$ cat config.mk
export PLATFORM = sky130hd
export DESIGN_NAME = pool_layer_sequencer
export DESIGN_NICKNAME = d
export VERILOG_FILES = /design/src/rtl/pool_layer_sequencer.sv
export SDC_FILE = /design/constraint.sdc
export NUM_CORES = 2
export LEC_CHECK = 0
export ABC_AREA = 1
export CORE_ASPECT_RATIO = 1.1
export CORE_MARGIN = 5
export CORE_UTILIZATION = 54
export CTS_CLUSTER_DIAMETER = 120
export DETAILED_ROUTE_END_ITERATION = 16
export GPL_ROUTABILITY_DRIVEN = 0
export PLACE_DENSITY = 0.79
export SYNTH_ARGS = -nofsm -noshare
export SYNTH_HDL_FRONTEND = slang
export SYNTH_SLANG_ARGS = --single-unit
export TNS_END_PERCENT = 10
$ cat constraint.sdc
create_clock -name clk -period 14 [get_ports clk]
set_input_delay 2.8 -clock clk [delete_from_list [all_inputs] [get_ports clk]]
set_output_delay 2.8 -clock clk [all_outputs]
set_load 0.02 [all_outputs]
$ cat src/rtl/pool_layer_sequencer.sv
// Pooling-layer sequencer: walks square feature maps window by window, fills the
// window register for the external pool unit and writes pooled results row-major.
module pool_layer_sequencer #(
  parameter int unsigned DATA_W  = 16,
  parameter int unsigned ADDR_W  = 16,
  parameter int unsigned IMG_MAX = 32,
  parameter int unsigned WIN_MAX = 5
) (
  input  logic                                clk,
  input  logic                                reset,
  input  logic                                start_i,
  input  logic [15:0]                         img_size_i,
  input  logic [15:0]                         win_size_i,
  input  logic [7:0]                          num_maps_i,
  input  logic [ADDR_W-1:0]                   in_base_i,
  input  logic [ADDR_W-1:0]                   out_base_i,
  output logic                                rd_en_o,
  output logic [ADDR_W-1:0]                   rd_addr_o,
  input  logic [DATA_W-1:0]                   rd_data_i,
  output logic [DATA_W*WIN_MAX*WIN_MAX-1:0]   window_o,
  output logic                                win_valid_o,
  input  logic [DATA_W-1:0]                   pool_result_i,
  output logic                                wr_en_o,
  output logic [ADDR_W-1:0]                   wr_addr_o,
  output logic [DATA_W-1:0]                   wr_data_o,
  output logic                                busy_o,
  output logic                                done_o,
  output logic                                cfg_err_o
);

  localparam int unsigned Slots = WIN_MAX * WIN_MAX;
  localparam int unsigned SlotW = $clog2(Slots);
  localparam int unsigned PW    = 2 * ADDR_W;
  localparam int unsigned ImgW  = $clog2(IMG_MAX + 1);
  localparam int unsigned WinW  = $clog2(WIN_MAX + 1);

  typedef enum logic [2:0] {StIdle, StLoad, StDrain, StPool, StFin} state_e;

  state_e             state_q, state_d;
  logic [15:0]        img_q, img_d, win_q, win_d, od_q, od_d;
  logic [7:0]         maps_q, maps_d, m_q, m_d;
  logic [ADDR_W-1:0]  in_base_q, in_base_d, out_base_q, out_base_d;
  logic [15:0]        orow_q, orow_d, ocol_q, ocol_d, r_q, r_d, c_q, c_d;
  logic               cap_vld_q, cap_vld_d;
  logic [SlotW-1:0]   cap_slot_q, cap_slot_d;
  logic               cfg_err_q, cfg_err_d;
  logic [DATA_W-1:0]  win_regs_q [Slots];

  logic               cfg_bad;
  logic [WinW-1:0]    win_div;
  logic [ImgW-1:0]    od_narrow;
  logic [15:0]        ww;
  logic [PW-1:0]      rd_addr_full, wr_addr_full;

  // Divider only needs the legal operand range; out-of-range configs are rejected anyway.
  always_comb begin
    cfg_bad = (win_size_i == 16'd0) || (win_size_i > 16'(WIN_MAX)) ||
              (img_size_i == 16'd0) || (img_size_i > 16'(IMG_MAX)) ||
              (win_size_i > img_size_i) || (num_maps_i == 8'd0);
    win_div   = (win_size_i[WinW-1:0] == '0) ? WinW'(1) : win_size_i[WinW-1:0];
    od_narrow = img_size_i[ImgW-1:0] / ImgW'(win_div);
    ww        = win_q * win_q;
  end

  always_comb begin
    rd_addr_full = PW'(in_base_q)
                 + PW'(m_q) * PW'(img_q) * PW'(img_q)
                 + (PW'(orow_q) * PW'(win_q) + PW'(r_q)) * PW'(img_q)
                 + PW'(ocol_q) * PW'(win_q) + PW'(c_q);
    wr_addr_full = PW'(out_base_q)
                 + PW'(m_q) * PW'(od_q) * PW'(od_q)
                 + PW'(orow_q) * PW'(od_q) + PW'(ocol_q);
  end

  always_comb begin
    state_d     = state_q;
    img_d       = img_q;
    win_d       = win_q;
    od_d        = od_q;
    maps_d      = maps_q;
    in_base_d   = in_base_q;
    out_base_d  = out_base_q;
    m_d         = m_q;
    orow_d      = orow_q;
    ocol_d      = ocol_q;
    r_d         = r_q;
    c_d         = c_q;
    cap_vld_d   = 1'b0;
    cap_slot_d  = cap_slot_q;
    cfg_err_d   = cfg_err_q;
    rd_en_o     = 1'b0;
    rd_addr_o   = '0;
    win_valid_o = 1'b0;
    wr_en_o     = 1'b0;
    wr_addr_o   = '0;
    wr_data_o   = '0;
    busy_o      = 1'b0;
    done_o      = 1'b0;

    unique case (state_q)
      StIdle: begin
        if (start_i) begin
          img_d      = img_size_i;
          win_d      = win_size_i;
          od_d       = 16'(od_narrow);
          maps_d     = num_maps_i;
          in_base_d  = in_base_i;
          out_base_d = out_base_i;
          m_d        = '0;
          orow_d     = '0;
          ocol_d     = '0;
          r_d        = '0;
          c_d        = '0;
          if (cfg_bad) begin
            cfg_err_d = 1'b1;
            state_d   = StFin;
          end else begin
            cfg_err_d = 1'b0;
            state_d   = StLoad;
          end
        end
      end
      StLoad: begin
        busy_o     = 1'b1;
        rd_en_o    = 1'b1;
        rd_addr_o  = rd_addr_full[ADDR_W-1:0];
        cap_vld_d  = 1'b1;
        cap_slot_d = SlotW'(r_q * win_q + c_q);
        if (c_q == win_q - 16'd1) begin
          c_d = '0;
          if (r_q == win_q - 16'd1) begin
            r_d     = '0;
            state_d = StDrain;
          end else begin
            r_d = r_q + 16'd1;
          end
        end else begin
          c_d = c_q + 16'd1;
        end
      end
      StDrain: begin
        busy_o  = 1'b1;
        state_d = StPool;
      end
      StPool: begin
        busy_o      = 1'b1;
        win_valid_o = 1'b1;
        wr_en_o     = 1'b1;
        wr_addr_o   = wr_addr_full[ADDR_W-1:0];
        wr_data_o   = pool_result_i;
        state_d     = StLoad;
        if (ocol_q == od_q - 16'd1) begin
          ocol_d = '0;
          if (orow_q == od_q - 16'd1) begin
            orow_d = '0;
            if (m_q == maps_q - 8'd1) begin
              state_d = StFin;
            end else begin
              m_d = m_q + 8'd1;
            end
          end else begin
            orow_d = orow_q + 16'd1;
          end
        end else begin
          ocol_d = ocol_q + 16'd1;
        end
      end
      StFin: begin
        done_o  = 1'b1;
        state_d = StIdle;
      end
      default: state_d = StIdle;
    endcase
  end

  always_ff @(posedge clk) begin
    if (reset) begin
      state_q    <= StIdle;
      img_q      <= '0;
      win_q      <= '0;
      od_q       <= '0;
      maps_q     <= '0;
      in_base_q  <= '0;
      out_base_q <= '0;
      m_q        <= '0;
      orow_q     <= '0;
      ocol_q     <= '0;
      r_q        <= '0;
      c_q        <= '0;
      cap_vld_q  <= 1'b0;
      cap_slot_q <= '0;
      cfg_err_q  <= 1'b0;
    end else begin
      state_q    <= state_d;
      img_q      <= img_d;
      win_q      <= win_d;
      od_q       <= od_d;
      maps_q     <= maps_d;
      in_base_q  <= in_base_d;
      out_base_q <= out_base_d;
      m_q        <= m_d;
      orow_q     <= orow_d;
      ocol_q     <= ocol_d;
      r_q        <= r_d;
      c_q        <= c_d;
      cap_vld_q  <= cap_vld_d;
      cap_slot_q <= cap_slot_d;
      cfg_err_q  <= cfg_err_d;
    end
  end

  // Unused slots are cleared on the first read of each window so smaller windows see zeros.
  always_ff @(posedge clk) begin
    if (reset) begin
      for (int k = 0; k < Slots; k++) win_regs_q[k] <= '0;
    end else begin
      if ((state_q == StLoad) && (r_q == 16'd0) && (c_q == 16'd0)) begin
        for (int k = 0; k < Slots; k++) begin
          if (k >= int'(ww)) win_regs_q[k] <= '0;
        end
      end
      if (cap_vld_q && (int'(cap_slot_q) < Slots)) win_regs_q[cap_slot_q] <= rd_data_i;
    end
  end

  always_comb begin
    window_o = '0;
    for (int k = 0; k < Slots; k++) window_o[k*DATA_W +: DATA_W] = win_regs_q[k];
  end

  assign cfg_err_o = cfg_err_q;

endmodule
==> results.json <==
{
  "crit_fanout": 5,
  "hp-class": "flip-flop to flip-flop",
  "yosys_warnings": 0,
  "max_freq_mhz": 69.50,
  "io_buffers": 560,
  "finalSetupViolCount": 3,
  "die_y_microns": 346.4,
  "async_reset_ff_share_pct": 0,
  "dp_slack_ps": -659.1,
  "via_count": 47680,
  "clkSinkCount": 560,
  "track_usage_pct": 31.99,
  "rsz0062_at_grt": "true",
  "grt_pass1_wl_mm": 271.5,
  "die_w_microns": 315.9,
  "worst_pin_slew_ps": 1196,
  "grt_overflow": 0,
  "drt-pass1-iter-count": 6,
  "violations": "negative setup slack",
  "final-seq-area_sq_mm": 0.01526,
  "core_sq_mm": 0.1022,
  "avgSynthCellArea_sq_um": 8.341,
  "h-tree-depth": 3,
  "start_kind": "flip-flop",
  "slowest_stage": "fa_1",
  "synth-edff-count": 400,
  "worstSkewPairLatency_ps": 670,
  "fin_setup_tns_ps": -625.3,
  "cts_buffers": 66,
  "drc": 0,
  "area_growth_pct": 20.42,
  "drv_cap": 0,
  "worst_slack_ps": -388.1,
  "relSlewSlack_pct": 19.77,
  "synth_cell_types": 62,
  "cts_tree": "yes",
  "num_io_pins": 561,
  "powerDensity_mw_per_mm2": 89.42,
  "synthFlopType": "edfxtp_1",
  "max_stage_delay_ps": 570,
  "wl_mm": 177.5,
  "holdWs_ps": 486.0,
  "synthMostInstantiatedCell": "inv_1",
  "worstPathArrival_ps": 11590,
  "grt_pass1_vias": 48720,
  "synth-seq-cells": 560,
  "nFillCells": 7855,
  "ant_nets": 0,
  "crit_path_end_kind": "output pin",
  "period_needed_ps": 14390,
  "start_util_pct": 54.38,
  "clock_tree.root_cell": "clkbuf_16",
  "syn-instance-count": 6662,
  "cp_top_family": "adder cells",
  "worst_clock_skew_ps": 68.15,
  "status": "finished, violations left",
  "timing.final.crit_share_pct": 102.8,
  "finalNonFillerCells": 8722,
  "final_hold_viol_count": 0,
  "worst_ep_required_time_ps": 11200,
  "synth_nets": 7845,
  "netlist_area_sq_mm": 0.05557,
  "yosys.area.top_type_share_pct": 25.47,
  "synth_commonest_cells": "inv_1, nand2_1, nor2_1",
  "total_power_mw": 5.983,
  "via_per_inst": 5.467,
  "power_leakage_nw": 33.17,
  "clk_pin_slew_worst_paths_ps": 60,
  "multiInputGateArea_sq_mm": 0.03383,
  "antenna_found_initial": 2,
  "drt_iter0_drc": 4955,
  "layout.nets": 8476,
  "irDropWorstVdd_mv": 0.08745,
  "drive_above_1_share_pct": 8.520,
  "critPathKind": "flip-flop to output pin",
  "ctsHoldBuffers": 0,
  "yosys.area.top_type": "fa_1",
  "cp_common_cell": "fa_1",
  "rows": 123,
  "grt_max_degree": 47,
  "cp_num_buf_inv": 17,
  "dieArea_sq_mm": 0.1094,
  "dpl.cell_count": 8562,
  "dp_hpwl_mm": 136.5,
  "wl_per_cell_microns": 20.35,
  "antenna_cells": 0,
  "drv_slew": 0,
  "ys_top_cells_by_area": "fa_1, edfxtp_1, inv_1, nand2_1, ha_1",
  "cts.path.max_buffers": 3,
  "synth_sequential_area_ratio_pct": 27.38
}
## tightest hold or removal path, cell delays in order, from the launching register on
cell     delay, ps
dfxtp_1        320
nand3_1         80
nand2_1         50
## path summary, 6_finish.rpt
| path | start | endpoint | slack, ps | cells past startpoint |
|---|---|---|---|---|
| worst min register to register | in_base_q[0]$_SDFFE_PP0P_ | in_base_q[0]$_SDFFE_PP0P_ | 490 | 2 |
| worst min-delay path | in_base_q[0]$_SDFFE_PP0P_ | in_base_q[0]$_SDFFE_PP0P_ | 490 | 2 |
| worst max register to register | win_q[4]$_SDFFE_PP0P_ | win_regs_q[11][3]$_SDFFCE_PN0P_ | 6220 | 27 |
| worst max-delay path | win_q[4]$_SDFFE_PP0P_ | rd_addr_o[15] | -390 | 48 |
## metal layers
metal / global-route usage, % / routed length [microns] / up-vias
li1: - / - / 21250
met1: 37.50 / 59920 / 22870
met2: 53.07 / 83520 / 2784
met3: 6.513 / 18840 / 775
met4: 21.56 / 15220 / 2
met5: 0 / 10 / -
## cell type report
class / instances / share of cell area, %
Multi-Input combinational cell: 4247 / 50.56
Tap cell: 1375 / 2.571
Clock inverter: 45 / 0.8807
Sequential cell: 560 / 22.80
Inverter: 1558 / 8.749
Timing Repair Buffer: 860 / 11.91
Clock buffer: 77 / 2.530
## registers in the layout, indices dropped and copies added, names as in the netlist
name,flops
c_q,16
cap_slot_q,5
cap_vld_q,1
cfg_err_o,1
img_q,16
in_base_q,16
m_q,8
maps_q,8
ocol_q,16
od_q,6
orow_q,16
out_base_q,16
r_q,16
state_q,3
win_q,16
win_regs_q,400
## metrics by stage
stage | util, % | cell area, sq um
2_1_floorplan | - | 55570
3_3_place_gp | 62.35 | 63710
3_5_place_dp | 62.35 | 63710
4_1_cts | 65.43 | 66860
5_1_grt | 65.48 | 66910
6_report | 65.48 | 66910
## what timing repair did
action                                  in CTS  in global routing
gates cloned                                 1                  0
pin swaps                                  138                 35
buffers inserted                            36                  4
endpoints found under the setup margin       8                  9
resized for setup                          196                 27
## where the power goes
group	switching [mW]	internal (mW)	leakage, nW
Combinational	1.41	0.774	26.6
Sequential	0.0936	1.88	5.44
Clock	0.778	1.05	1.11
Total	2.28	3.70	33.2
## cells by family (layout without fill, tap and decap cells)
logic type | after synthesis | after routing | share of synthesized area [%]
flops | 560 | 560 | 27.38
xor+xnor | 206 | 206 | 3.301
fa+ha+maj | 1076 | 1076 | 33.78
compound gates | 323 | 323 | 3.292
simple gates | 2642 | 2642 | 19.58
buf+inv | 1855 | 2540 | 12.67
## cells in the final DEF (no fill, tap or decap), types with 21 or more instances in the layout
| master | count |
|---|---|
| nand3_1 | 238 |
| nor2_1 | 694 |
| clkinv_1 | 29 |
| xnor2_1 | 69 |
| dfxtp_1 | 145 |
| a21oi_1 | 117 |
| buf_4 | 284 |
| fa_1 | 699 |
| nor3_1 | 56 |
| xor2_1 | 131 |
| nand2_2 | 29 |
| clkdlybuf4s50_1 | 551 |
| nand4_1 | 48 |
| nor4_1 | 30 |
| or2_2 | 21 |
| o22ai_1 | 29 |
| inv_2 | 39 |
| inv_1 | 1493 |
| clkbuf_16 | 66 |
| ha_1 | 352 |
| edfxtp_1 | 400 |
| nand2_1 | 1433 |
| o21ai_0 | 94 |
| nand3b_1 | 26 |
No activity file was read; power rests on OpenSTA's default activity.
